===== src/rtl/lsu_pkg.sv =====
// lsu_pkg: shared definitions for the split-access load/store unit.
//   - access size encodings (SZ_B / SZ_H / SZ_W, 2'b11 is illegal)
//   - FSM state enumeration
//   - per-size byte-mask constants and the lane-mask helper
//   - default bus timeout
package lsu_pkg;

    localparam logic [1:0] SZ_B = 2'b00;
    localparam logic [1:0] SZ_H = 2'b01;
    localparam logic [1:0] SZ_W = 2'b10;

    localparam logic [3:0] MASK_B = 4'b0001;
    localparam logic [3:0] MASK_H = 4'b0011;
    localparam logic [3:0] MASK_W = 4'b1111;

    localparam int DEFAULT_TIMEOUT_CYC = 255;

    typedef enum logic [2:0] {
        ST_IDLE  = 3'd0,
        ST_REQ1  = 3'd1,
        ST_WAIT1 = 3'd2,
        ST_REQ2  = 3'd3,
        ST_WAIT2 = 3'd4,
        ST_RESP  = 3'd5
    } lsu_state_e;

    // Unshifted byte mask for an access size; the illegal size yields no lanes.
    function automatic logic [3:0] size_mask(input logic [1:0] size);
        case (size)
            SZ_B:    return MASK_B;
            SZ_H:    return MASK_H;
            SZ_W:    return MASK_W;
            default: return 4'b0000;
        endcase
    endfunction

    // Byte mask shifted to the access offset over two consecutive words:
    // bits [3:0] are lanes of the first word, bits [7:4] lanes of the next.
    function automatic logic [7:0] lane_mask(input logic [1:0] size, input logic [1:0] off);
        return {4'b0000, size_mask(size)} << off;
    endfunction

endpackage


===== src/rtl/lsu_lane_align.sv =====
// lsu_lane_align: combinational lane steering for lsu_split_access.
// Ports:
//   size, off, sext  : access size, byte offset addr[1:0], sign-extend flag
//   wdata            : LSB-aligned store data
//   beat1, beat2     : read data of the first and second bus word (beat2 = 0 if unsplit)
//   be1, be2         : byte enables for the first and second beat
//   split            : access touches the following word
//   wdata_rot        : store data rotated into lane position
//   rdata_ext        : assembled, truncated and extended load result
module lsu_lane_align
    import lsu_pkg::*;
(
    input  logic [1:0]  size,
    input  logic [1:0]  off,
    input  logic        sext,
    input  logic [31:0] wdata,
    input  logic [31:0] beat1,
    input  logic [31:0] beat2,
    output logic [3:0]  be1,
    output logic [3:0]  be2,
    output logic        split,
    output logic [31:0] wdata_rot,
    output logic [31:0] rdata_ext
);

    logic [7:0]  sh;
    logic [4:0]  bit_sh;
    logic [63:0] wd_dbl;
    logic [63:0] rd_dbl;
    logic [31:0] raw;

    assign sh     = lane_mask(size, off);
    assign be1    = sh[3:0];
    assign be2    = sh[7:4];
    assign split  = |sh[7:4];
    assign bit_sh = {off, 3'b000};

    // Rotate-left: the upper word of {x,x} << n is x rotated left by n.
    assign wd_dbl    = {wdata, wdata} << bit_sh;
    assign wdata_rot = wd_dbl[63:32];

    // Bring the addressed byte down to bit 0 across both beats.
    assign rd_dbl = {beat2, beat1} >> bit_sh;
    assign raw    = rd_dbl[31:0];

    always_comb begin
        rdata_ext = raw;
        case (size)
            SZ_B: rdata_ext = sext ? {{24{raw[7]}}, raw[7:0]}   : {24'h000000, raw[7:0]};
            SZ_H: rdata_ext = sext ? {{16{raw[15]}}, raw[15:0]} : {16'h0000, raw[15:0]};
            default: rdata_ext = raw;
        endcase
    end

endmodule


===== src/rtl/lsu_split_access.sv =====
// lsu_split_access: multi-cycle load/store unit between execute and a
// req/gnt/rvalid data bus. One byte/half/word access at a time; accesses
// crossing a word boundary are issued as two bus beats.
// Build option: LSU_MISALIGN_EN - when defined, word-crossing accesses are
// split into two beats; when undefined they complete immediately with an
// error and no bus activity.
// Ports:
//   clk, rstn                : clock, synchronous active-low reset
//   lsu_req_i / lsu_ready_o  : request handshake (accepted when both high)
//   lsu_we_i, lsu_size_i, lsu_sext_i, lsu_addr_i, lsu_wdata_i : request fields
//   lsu_rvalid_o, lsu_rdata_o, lsu_err_o : one-cycle completion with result
//   mem_req_o / mem_gnt_i    : bus request handshake
//   mem_addr_o, mem_we_o, mem_be_o, mem_wdata_o : bus request fields
//   mem_rvalid_i, mem_rdata_i: bus response
module lsu_split_access
    import lsu_pkg::*;
#(
    parameter int ADDR_W      = 32,
    parameter int TIMEOUT_CYC = DEFAULT_TIMEOUT_CYC
) (
    input  logic              clk,
    input  logic              rstn,
    input  logic              lsu_req_i,
    output logic              lsu_ready_o,
    input  logic              lsu_we_i,
    input  logic [1:0]        lsu_size_i,
    input  logic              lsu_sext_i,
    input  logic [ADDR_W-1:0] lsu_addr_i,
    input  logic [31:0]       lsu_wdata_i,
    output logic              lsu_rvalid_o,
    output logic [31:0]       lsu_rdata_o,
    output logic              lsu_err_o,
    output logic              mem_req_o,
    input  logic              mem_gnt_i,
    output logic [ADDR_W-1:0] mem_addr_o,
    output logic              mem_we_o,
    output logic [3:0]        mem_be_o,
    output logic [31:0]       mem_wdata_o,
    input  logic              mem_rvalid_i,
    input  logic [31:0]       mem_rdata_i
);

    localparam int CNT_W = $clog2(TIMEOUT_CYC + 1);

`ifdef LSU_MISALIGN_EN
    localparam bit MISALIGN_EN = 1'b1;
`else
    localparam bit MISALIGN_EN = 1'b0;
`endif

    lsu_state_e        state_reg, state_next;
    logic [CNT_W-1:0]  cnt_reg;
    logic              we_reg;
    logic [1:0]        size_reg;
    logic              sext_reg;
    logic [ADDR_W-1:0] addr_reg;
    logic [31:0]       wdata_reg;
    logic [31:0]       beat1_reg;
    logic [31:0]       beat2_reg;
    logic              err_reg;

    logic [7:0]        in_mask;
    logic              accept_err;
    logic              timeout_hit;
    logic              timeout_abort;
    logic              bus_req;
    logic [ADDR_W-1:0] word_addr;

    logic [3:0]        be1, be2;
    logic              split;
    logic [31:0]       wdata_rot;
    logic [31:0]       rdata_ext;

    lsu_lane_align u_align (
        .size      (size_reg),
        .off       (addr_reg[1:0]),
        .sext      (sext_reg),
        .wdata     (wdata_reg),
        .beat1     (beat1_reg),
        .beat2     (beat2_reg),
        .be1       (be1),
        .be2       (be2),
        .split     (split),
        .wdata_rot (wdata_rot),
        .rdata_ext (rdata_ext)
    );

    // Accept-time error check works on the raw request, before it is latched.
    assign in_mask = lane_mask(lsu_size_i, lsu_addr_i[1:0]);
    assign accept_err = (lsu_size_i == 2'b11) || (!MISALIGN_EN && (|in_mask[7:4]));

    // The counter starts at 0 on state entry, so TIMEOUT_CYC cycles are
    // spent in a state when it reads TIMEOUT_CYC-1 without progress.
    assign timeout_hit = (cnt_reg == CNT_W'(TIMEOUT_CYC - 1));

    always_comb begin
        state_next    = state_reg;
        bus_req       = 1'b0;
        timeout_abort = 1'b0;
        case (state_reg)
            ST_IDLE: begin
                if (lsu_req_i) begin
                    state_next = accept_err ? ST_RESP : ST_REQ1;
                end
            end
            ST_REQ1: begin
                bus_req = 1'b1;
                if (mem_gnt_i) begin
                    state_next = ST_WAIT1;
                end else if (timeout_hit) begin
                    state_next    = ST_RESP;
                    timeout_abort = 1'b1;
                end
            end
            ST_WAIT1: begin
                if (mem_rvalid_i) begin
                    state_next = (MISALIGN_EN && split) ? ST_REQ2 : ST_RESP;
                end else if (timeout_hit) begin
                    state_next    = ST_RESP;
                    timeout_abort = 1'b1;
                end
            end
`ifdef LSU_MISALIGN_EN
            ST_REQ2: begin
                bus_req = 1'b1;
                if (mem_gnt_i) begin
                    state_next = ST_WAIT2;
                end else if (timeout_hit) begin
                    state_next    = ST_RESP;
                    timeout_abort = 1'b1;
                end
            end
            ST_WAIT2: begin
                if (mem_rvalid_i) begin
                    state_next = ST_RESP;
                end else if (timeout_hit) begin
                    state_next    = ST_RESP;
                    timeout_abort = 1'b1;
                end
            end
`endif
            ST_RESP: begin
                state_next = ST_IDLE;
            end
            default: begin
                state_next = ST_IDLE;
            end
        endcase
    end

    always_ff @(posedge clk) begin
        if (!rstn) begin
            state_reg <= ST_IDLE;
            cnt_reg   <= '0;
            we_reg    <= 1'b0;
            size_reg  <= 2'b00;
            sext_reg  <= 1'b0;
            addr_reg  <= '0;
            wdata_reg <= 32'h0;
            beat1_reg <= 32'h0;
            beat2_reg <= 32'h0;
            err_reg   <= 1'b0;
        end else begin
            state_reg <= state_next;

            if (state_next != state_reg) begin
                cnt_reg <= '0;
            end else if (bus_req || state_reg == ST_WAIT1 || state_reg == ST_WAIT2) begin
                cnt_reg <= cnt_reg + CNT_W'(1);
            end

            if (state_reg == ST_IDLE && lsu_req_i) begin
                we_reg    <= lsu_we_i;
                size_reg  <= lsu_size_i;
                sext_reg  <= lsu_sext_i;
                addr_reg  <= lsu_addr_i;
                wdata_reg <= lsu_wdata_i;
                beat1_reg <= 32'h0;
                beat2_reg <= 32'h0;
                err_reg   <= accept_err;
            end

            // Responses are only taken in a WAIT state; stray ones are dropped.
            if (state_reg == ST_WAIT1 && mem_rvalid_i) begin
                beat1_reg <= mem_rdata_i;
            end
`ifdef LSU_MISALIGN_EN
            if (state_reg == ST_WAIT2 && mem_rvalid_i) begin
                beat2_reg <= mem_rdata_i;
            end
`endif
            if (timeout_abort) begin
                err_reg <= 1'b1;
            end
        end
    end

    assign word_addr = {addr_reg[ADDR_W-1:2], 2'b00};

    assign mem_req_o   = bus_req;
    assign mem_we_o    = bus_req && we_reg;
    assign mem_addr_o  = !bus_req ? '0 :
                         (state_reg == ST_REQ2) ? word_addr + ADDR_W'(4) : word_addr;
    assign mem_be_o    = (state_reg == ST_REQ1) ? be1 :
                         (state_reg == ST_REQ2) ? be2 : 4'b0000;
    assign mem_wdata_o = bus_req ? wdata_rot : 32'h0;

    // Execute-side outputs are held low for the whole reset cycle.
    assign lsu_ready_o  = rstn && (state_reg == ST_IDLE);
    assign lsu_rvalid_o = rstn && (state_reg == ST_RESP);
    assign lsu_err_o    = rstn && (state_reg == ST_RESP) && err_reg;
    assign lsu_rdata_o  = (lsu_rvalid_o && !err_reg && !we_reg) ? rdata_ext : 32'h0;

endmodule

===== config.mk =====
export PLATFORM = sky130hd
export DESIGN_NAME = lsu_split_access
export DESIGN_NICKNAME = d
export VERILOG_FILES = /design/src/rtl/lsu_pkg.sv /design/src/rtl/lsu_lane_align.sv /design/src/rtl/lsu_split_access.sv
export SDC_FILE = /design/constraint.sdc
export NUM_CORES = 1
export LEC_CHECK = 0
export CAP_MARGIN = 20
export CORE_MARGIN = 3
export CORE_UTILIZATION = 48
export CTS_BUF_LIST = sky130_fd_sc_hd__clkbuf_16
export CTS_CLUSTER_SIZE = 8
export DETAILED_ROUTE_END_ITERATION = 10
export PLACE_DENSITY_LB_ADDON = 0.25
export SYNTH_ARGS = -nofsm -noshare
export SYNTH_HDL_FRONTEND = slang
export SYNTH_SLANG_ARGS = --single-unit

===== constraint.sdc =====
create_clock -name clk -period 2.5 [get_ports clk]
set_input_delay 0.75 -clock clk [delete_from_list [all_inputs] [get_ports clk]]
set_output_delay 0.75 -clock clk [all_outputs]
set_load 0.1 [all_outputs]

======== After elaboration in Yosys (flattened, before gate mapping) ========
Cells that the tools add are included.
storage, ports and cells
  register bits ........................... 112
  bits of input ports ..................... 105
  output and inout bits ................... 105
  word-level logic and storage cells ...... 74
operators by class
  add/sub/neg operators ................... 2
  equality and inequality tests ........... 12
  shift-type cells ........................ 4
  multiplexer cells ....................... 26
  bitwise operators ....................... 1
  reductions and logical operators ........ 20
operator list
  kind                                                                   number
  32-bit two-way mux                                                     8
  32-bit one-hot mux with 2 select lines                                 1
  64-bit by 5-bit << shifter with 64-bit output                          1
  32-bit by 3-bit adder with 32-bit output, second input constant        1
  32-bit by 5-bit right shift with 32-bit output                         1
  4-bit one-hot mux with 3 select lines                                  2
  4-bit by 2-bit << shifter with 8-bit output                            2
  3-bit two-way mux                                                      5
  3-bit one-hot mux with 3 select lines                                  1
  8-bit by 1-bit adder with 8-bit output, second input constant          1
  8-bit equality test, second input constant                             1
  1-bit logical AND                                                      8
  4-bit two-way mux                                                      2
  2-bit equality test, second input constant                             3
  3-bit by 2-bit equality test with 1-bit output, second input constant  2
  3-bit equality test, second input constant                             2
  1-bit two-way mux                                                      6
  2-bit by 1-bit equality test with 1-bit output, second input constant  2
  2-bit logical NOT                                                      2
  2-bit nonzero test                                                     2
  4-bit OR reduction                                                     1
  3-bit by 1-bit equality test with 1-bit output, second input constant  1
  3-bit logical NOT                                                      1
  1-bit logical OR                                                       3
  other kinds (5)                                                        6

======== Logic depth before layout (Yosys ltp) ========
Gate-level depths: netlist (run 1).
  word-level depth ........................ 10
  gate-level depth with buffers ........... 6
  mapped depth without buffers ............ 6

======== By module ========
From an unflattened synthesis (run 1), not the netlist that was laid out.
second synthesis, totals
  cells, all modules ...................... 784
  area total of the unflattened synthesis .. 7063.0 um^2
modules (own cells, without submodules)
  module            times used  cells an instance  area each (um^2)  seq. area each (um^2)
  lsu_split_access  1           615                4967.3            2242.2
  lsu_lane_align    1           169                2095.8            0.0

======== Worst setup path after synthesis (run 1) ========
No wires, ideal clock.
  kind .................................... input port to output port
  start ................................... input port rstn
  end ..................................... output port lsu_ready_o
  arrival time ............................ 4.106 ns
  required time ........................... 1.750 ns
  path slack .............................. -2.356 ns
  stages on the path ...................... 2
  buffers on the path ..................... 1
  cell sequence ........................... clkbuf_1 nor4b_1
on the way
  longest elaborated chain between the ends .. 1
RTL lines
  item               RTL line                 RTL
  start, declared    lsu_split_access.sv:22   input logic rstn,
  1-bit logical AND  lsu_split_access.sv:209  assign lsu_ready_o = rstn && (state_reg == ST_IDLE);
  end, declared      lsu_split_access.sv:24   output logic lsu_ready_o,
Every way passes these cells.

======== Final worst setup path (run 1) ========
  start ................................... register beat1_reg[31]
  end ..................................... output port lsu_rdata_o[29]
on the way
  longest elaborated chain between the ends .. 4
  elaborated cells between the ends (all ways) .. 5
  those cells by class .................... 1 x shift; 4 x mux
RTL lines
  item                                              RTL line                                    RTL
  start, declared                                   lsu_split_access.sv:58                      logic [31:0] beat1_reg;
  start signal, assigned                            lsu_split_access.sv:185                     beat1_reg <= mem_rdata_i;
  32-bit by 5-bit right shift with 32-bit output *  lsu_lane_align.sv:43                        assign rd_dbl = {beat2, beat1} >> bit_sh;
  32-bit two-way mux (on tied branches)             lsu_lane_align.sv:50, lsu_lane_align.sv:49
  32-bit one-hot mux with 2 select lines *          lsu_lane_align.sv:48                        case (size)
  32-bit two-way mux *                              lsu_split_access.sv:212                     assign lsu_rdata_o = (lsu_rvalid_o && !err_reg && !we_reg) ? rdata_ext : 32'h0;
  end, declared                                     lsu_split_access.sv:31                      output logic [31:0] lsu_rdata_o,
Mark *: on every way between the ends. The rest lies on a longest branch, timed or not.

==> flow_summary.ini, run 1 <==
[placement]
io_buffers = 207
hpwl_um = 15100
dp_slack_ns = -0.464
gp_congestion = 0.848

[grt]
antenna_found_initial = 2
track_usage_pct = 34.7
grt_pass1_wl_um = 40700
overflow = 0
grt_pass1_vias = 7410
grt_max_degree = 106

[sta]
hold_slack_ns = 0.455
rsz0062_at_grt = true
fin_crit_ns = 3.10
fmax_mhz = 323
clock-skew-final_ns = 0.0120
slew_headroom_pct = 36.0
finalCritPeriodShare_pct = 124
worst_slew_pin_slew_ns = 0.960
finalHoldViolations = 0
worst_slack_ns = -0.600
finalSetupViolCount = 99
drv_slew = 0

[clocking]
cts.sinks = 112
cts_tree = yes
worstSkewPairLatency_ns = 0.37
path_clk_slew_ns = 0.08
cts_max_level = 3
hold_buffers = 0
cts-root-buf = clkbuf_16
cts_buffer_depth = 2
numCtsBuffers = 9

[worst_setup_path]
critPathLaunchType = flop
arrival_ns = 2.35
r2r_end = beat1_reg[7]
r2r_start = state_reg[0]
r2r_cells = 7
path_max_fanout = 8
required_ns = 1.75
crit_path_end_kind = primary output
rrSetupSlack_ns = 0.54
path_class = reg2out

[yosys]
yosysWarnings = 0
ys_seq_elements = 112
synth.avg_cell_area_um2 = 8.66
synth_edf_count = 0
ys_async_sr_fraction_pct = 0
synth_cell_types = 57
netlist_area_um2 = 6700
synthFlopType = dfxtp_1
ys_seq_area_share_pct = 33.5
syn-instance-count = 774

[pwr]
p_per_area_nw_per_um2 = 432
p_leak_uw = 0.00443
peakVddDrop_mv = 0.645

[cells_and_area]
fillers = 536
ff_latch_area_um2 = 2260
area_growth_pct = 79.4
drive_above_1_share_pct = 38.3
multi_input_area_um2 = 4790
final_nets = 1134

[drt]
drc = 0
routed_wirelength_um = 30500
vias = 7712
drt_iter0_markers = 1039
via_per_inst = 6.41
wl_per_cell_um = 25.4
firstDrtPassIters = 6
ant_nets = 0

[floorplanning]
core_um2 = 13500
ios = 210
initial_core_util_pct = 49.8
die_area_um2 = 15400
die_h_um = 124
rows = 42
die_width_um = 124

[min_path]
min_to = addr_reg[12]
holdCritStartpoint = addr_reg[12]
hold_path_depth = 2
hp-class = reg2reg

[run]
cap_violations = 0

[run_status]
status = finished, violations left
violations = negative setup slack
==> power breakdown <==
part | total, µW | internal (µW) | leakage [µW] | switching, µW
clock | 1510 | 780 | 0.000143 | 733
combinational | 1700 | 792 | 0.00337 | 908
sequential | 1980 | 1880 | 0.000917 | 109
total | 5200 | 3450 | 0.00443 | 1750
==> through the flow <==
stage               util, %  total power (µW)  setup TNS [ns]  instance area [µm²]  cells
floorplan                 -              2840          -14.73                 7290    775
global placement       80.0              3300          -10.15                10800   1142
detailed placement     80.0              3340          -10.78                10800   1142
CTS                    87.6              4990          -20.17                11800   1191
global route           89.4              5330          -33.85                12000   1203
finish                 89.4              5200          -28.02                12000   1203
==> cell type report <==
| class | count | area share [%] |
|---|---|---|
| tap | 176 | 1.83 |
| antenna | 2 | 0.0416 |
| timing repair buffer | 299 | 36.6 |
| multi-input combinational | 590 | 39.9 |
| clock buffer | 9 | 1.87 |
| clock inverter | 7 | 0.604 |
| inverter | 8 | 0.354 |
| sequential | 112 | 18.8 |
==> cell usage in the layout (no fill, tap or decap), drive strengths merged, types with 3 or more instances in the layout <==
cell and instances:
mux2i 17, buf 190, a21o 8, o21ai 23, nor4b 4, a21boi 104, clkdlybuf4s50 103, nor2b 8
nand2 176, nand3 40, nand4 3, and3 3, ha 9, dfxtp 112, nor2 17, inv 10
o21a 3, xor2 3, a211oi 14, and2 70, or3 5, clkbuf 14, nand2b 5, mux4 33
a21oi 21
==> logic make-up (layout without fill, tap and decap cells) <==
group                      count (synthesis)  count (layout)  share of synthesized area, %
and+or+nand+nor                          338             338                          24.4
buffers and inverters                     73             323                          6.01
DFF                                      112             112                          33.5
AOI/OAI and AO/OA                        187             187                          20.0
xor gates and xnor gates                   4               4                         0.803
adders and majority gates                  9               9                          1.68
other                                      1               4                        0.0560
muxes                                     50              50                          13.6
==> how the worst max path moves through the flow <==
stage	cells past startpoint	startpoint	slack [ns]	to
global placement	9	rstn	-0.43	lsu_rdata_o[26]
CTS	9	rstn	-0.35	lsu_rdata_o[27]
floorplan	5	rstn	-0.65	lsu_rdata_o[5]
finish	8	beat1_reg[31]	-0.60	lsu_rdata_o[29]
detailed placement	9	rstn	-0.46	lsu_rdata_o[27]
global route	8	beat1_reg[31]	-0.73	lsu_rdata_o[29]
==> cell usage after synthesis (3+ instances only) <==
master,instances,area share (%)
and3_1,3,0.28
clkbuf_1,21,1.2
buf_2,23,1.7
buf_6,8,1.3
dfxtp_1,112,33
nand4_1,3,0.28
nor2_1,16,0.90
a21oi_1,21,1.6
o21ai_0,21,1.6
inv_1,7,0.39
nand2_1,175,9.8
and2_1,70,6.5
nand2b_1,5,0.47
nor2b_1,8,0.75
buf_4,10,1.1
a21boi_1,70,7.8
or3_1,4,0.37
mux4_2,33,11
a21boi_0,34,3.8
o21a_1,3,0.34
ha_1,9,1.7
a211oi_1,14,1.6
mux2i_1,17,2.5
nand3_1,40,3.0
a21o_1,8,0.90
==> worst max-delay path, stage by stage (launching register included) <==
cell and delay [ns]:
dfxtp_1 0.36, buf_4 0.18, mux2i_1 0.26, a2bb2oi_1 0.34
buf_4 0.21, o32ai_4 0.11, buf_12 0.16, a21o_4 0.19
buf_12 0.16
==> routing by layer <==
| metal | vias up | global-route usage [%] | wire (µm) | share of wire [%] |
|---|---|---|---|---|
| li1 | 3180 | - | - | - |
| met1 | 3688 | 38.2 | 10300 | 34 |
| met2 | 655 | 58.6 | 14800 | 48 |
| met3 | 189 | 11.1 | 3290 | 11 |
| met4 | 0 | 20.5 | 2170 | 7.1 |
| met5 | - | 0 | 0 | 0 |
==> timing repair <==
| item | in CTS | in global routing |
|---|---|---|
| buffers inserted | 23 | 9 |
| resized for setup | 105 | 34 |
| pin swaps | 39 | 37 |
| gates cloned | 10 | 5 |
| endpoints found under the setup margin | 99 | 99 |
Power figures use the tool's default switching activity.
==> run 2, diff against run 1 <==
--- a/config.mk
+++ b/config.mk
@@ -7,10 +7,11 @@
 export LEC_CHECK = 0
 export CAP_MARGIN = 20
 export CORE_MARGIN = 3
-export CORE_UTILIZATION = 48
+export CORE_UTILIZATION = 64
 export CTS_BUF_LIST = sky130_fd_sc_hd__clkbuf_16
 export CTS_CLUSTER_SIZE = 8
 export DETAILED_ROUTE_END_ITERATION = 10
+export DONT_BUFFER_PORTS = 1
 export PLACE_DENSITY_LB_ADDON = 0.25
 export SYNTH_ARGS = -nofsm -noshare
 export SYNTH_HDL_FRONTEND = slang
==> run 2 against run 1 <==
  * The flow now stops in clock tree synthesis
  * Synthesized area stayed put
  * Synthesized cell count stayed put
==> flow_summary.ini, run 2 <==
[yosys]
syn-instance-count = 774
synthFlopType = dfxtp_1
yosysWarnings = 0
synth.avg_cell_area_um2 = 8.66
yosysTopAreaCellShare_pct = 33.5
netlist.top_cell.by_area = dfxtp_1
synth_commonest_cells = 175 x nand2_1, 112 x dfxtp_1, 70 x a21boi_1, 70 x and2_1, 40 x nand3_1
synth_edf_count = 0
ys_seq_elements = 112
synth_cell_types = 57
ys_seq_area_share_pct = 33.5
ys_async_sr_fraction_pct = 0
netlist_area_um2 = 6700
yosysMostFrequentCell = nand2_1
synth_area_leaders = dfxtp_1 33%, mux4_2 11%, nand2_1 9.8%

[run_status]
firstError = [ERROR DPL-0038] Utilization greater than 100%, impossible to legalize
status = aborted with a tool error
haltStage = clock tree synthesis

[placement]
dp_slack_ns = -0.401
io_buffers = 0
dpl_cell_area_um2 = 9370
gp_congestion = 0.932
hpwl_um = 18200

[clocking]
numCtsBuffers = 9
cts.sinks = 112
postCtsSetupBuffers = 26
hold_buffers = 0
cts_max_level = 3
cts-root-buf = clkbuf_16
cts-resized-gates = 158
cts_buffer_depth = 2

[floorplanning]
initial_core_util_pct = 67.3
ios = 210
rows = 36
die_width_um = 108
die_h_um = 108
run 2: cell counts after synthesis:
Identical to the previous run, type by type.
run 2: kinds of logic after synthesis:
family | Yosys count | synth area share (%)
buffers and inverters | 73 | 6.01
xor gates and xnor gates | 4 | 0.803
adders and majority gates | 9 | 1.68
muxes | 50 | 13.6
AOI/OAI and AO/OA | 187 | 20.0
DFF | 112 | 33.5
other | 1 | 0.0560
and+or+nand+nor | 338 | 24.4
run 2: through the flow:
stage | std cells | util (%)
after detailed placement | 988 | 94.1
after global placement | 988 | 94.1
after floorplan | 775 | -
==> run 3, diff against run 2 <==
--- a/config.mk
+++ b/config.mk
@@ -7,12 +7,10 @@
 export LEC_CHECK = 0
 export CAP_MARGIN = 20
 export CORE_MARGIN = 3
-export CORE_UTILIZATION = 64
-export CTS_BUF_LIST = sky130_fd_sc_hd__clkbuf_16
-export CTS_CLUSTER_SIZE = 8
+export CORE_UTILIZATION = 40
 export DETAILED_ROUTE_END_ITERATION = 10
 export DONT_BUFFER_PORTS = 1
-export PLACE_DENSITY_LB_ADDON = 0.25
+export PLACE_DENSITY_LB_ADDON = 0.15
 export SYNTH_ARGS = -nofsm -noshare
 export SYNTH_HDL_FRONTEND = slang
 export SYNTH_SLANG_ARGS = --single-unit
==> run 3 against run 2 <==
  * The flow now finishes, with violations (negative setup slack)
==> flow_summary.ini, run 3 (same netlist as run 1, synthesis figures left out) <==
[cells_and_area]
drive_above_1_share_pct = 41.0
fin_cells = 1115
final_nets = 1008
fin_util_pct = 65.1
n_antenna_cell = 0
area_growth_pct = 56.7
ff_latch_area_um2 = 2260
final_common_cell = nand2_1
final_cell_mix = 173 x nand2_1, 105 x dfxtp_1, 100 x buf_12
multi_input_area_um2 = 4810
fillers = 1274

[drt]
drc = 0
wl_per_cell_um = 19.3
vias = 6229
via_per_inst = 5.59
ant_nets = 0
routed_wirelength_um = 21500
firstDrtPassIters = 5
drt_iter0_markers = 338

[floorplanning]
die_area_um2 = 18300
ios = 210
die_h_um = 135
core_um2 = 16100
rows = 46
die_width_um = 135
initial_core_util_pct = 41.6

[pwr]
peakVddDrop_mv = 0.382
p_per_area_nw_per_um2 = 450
p_leak_uw = 0.00378
p_total_uw = 4730

[placement]
hpwl_um = 14800
gp_congestion = 0.845
io_buffers = 0
dp.cells = 1073

[sta]
finalSetupViolCount = 99
finalCritPeriodShare_pct = 116
fin_tns_setup_ns = -20.41
clock-skew-final_ns = 0.00612
fmax_mhz = 344
fin_crit_ns = 2.91
worst_slack_ns = -0.411
finalHoldViolations = 0
worst_slew_pin_slew_ns = 0.765
drv_slew = 0
slew_headroom_pct = 49.0
rsz0062_at_grt = true

[worst_setup_path]
cp_num_buf_inv = 2
crit_path_top_delay_cell = and4b_2
path_delay_family = compound AO/OA/AOI/OAI gates
arrival_ns = 2.16
required_ns = 1.75
critical_path.cell_chain = and4b_2, nand2_8, buf_6, o32ai_4, buf_12, a21o_4
path_class = in2out
critPathLaunchType = input port
path_max_fanout = 107
crit_path_end_kind = primary output
max_stage_delay_ns = 0.37

[clocking]
worstSkewPairLatency_ns = 0.35
cts_max_level = 3
path_clk_slew_ns = 0.08
cts-root-buf = clkbuf_16
numCtsBuffers = 9
cts.sinks = 112
cts_buffer_depth = 2
cts_tree = yes

[grt]
grt_max_degree = 108
antenna_found_initial = 0
track_usage_pct = 21.3
grt_pass1_vias = 5953
overflow = 0
grt_pass1_wl_um = 31200

[min_path]
hp-class = reg2reg

[run]
cap_violations = 0

[run_status]
status = finished, violations left
violations = negative setup slack
run 3: final cells by class:
class | instances | area share (%)
timing repair buffer | 172 | 26.6
clock inverter | 5 | 0.453
tap | 216 | 2.57
timing repair inverter | 1 | 0.155
multi-input combinational | 590 | 45.8
sequential | 112 | 21.5
inverter | 8 | 0.536
clock buffer | 11 | 2.41
run 3: final timing paths:
kind                     endpoint    startpoint  slack [ns]  cells after the start
setup reg to reg    beat1_reg[19]  state_reg[1]        0.43                      7
hold / removal       addr_reg[17]  addr_reg[17]        0.45                      2
setup / recovery  lsu_rdata_o[29]          rstn       -0.41                      6
hold reg to reg      addr_reg[17]  addr_reg[17]        0.45                      2
run 3: where the power goes:
part	internal (µW)	switching, µW	total [µW]
sequential	1880	90.5	1970
clock	749	692	1440
combinational	563	758	1320
total	3190	1540	4730
run 3: worst reg2reg max path, stage by stage (launching register included):
cell      delay, ns
dfxtp_2        0.36
buf_12         0.11
buf_4          0.11
buf_4          0.22
nand3b_1       0.16
buf_4          0.61
nand3_1        0.15
a21boi_0       0.27
run 3: metal layers:
layer / track usage [%] / routed length (µm) / share of wire (%) / up-vias
met5: 0 / 0 / 0 / -
met4: 5.15 / 350 / 1.6 / 0
met3: 7.24 / 1700 / 7.9 / 26
met2: 36.6 / 11100 / 52 / 225
met1: 25.7 / 8390 / 39 / 3053
li1: - / - / - / 2925
run 3: repair_timing:
item / CTS / global route
pin swaps: 7 / 37
setup endpoints to repair: 99 / 99
gates resized for setup: 33 / 101
cloned: 1 / 11
hold buffers: 0 / 0
buffers inserted: 4 / 11
run 3: metrics by stage:
stage	hold slack [ns]	setup slack (ns)	area (µm²)
2_1_floorplan	0.430	-0.654	7290
3_3_place_gp	0.436	-0.349	9480
3_5_place_dp	0.441	-0.417	9480
4_1_cts	0.452	-0.299	9930
5_1_grt	0.475	-0.376	10500
6_report	0.455	-0.411	10500
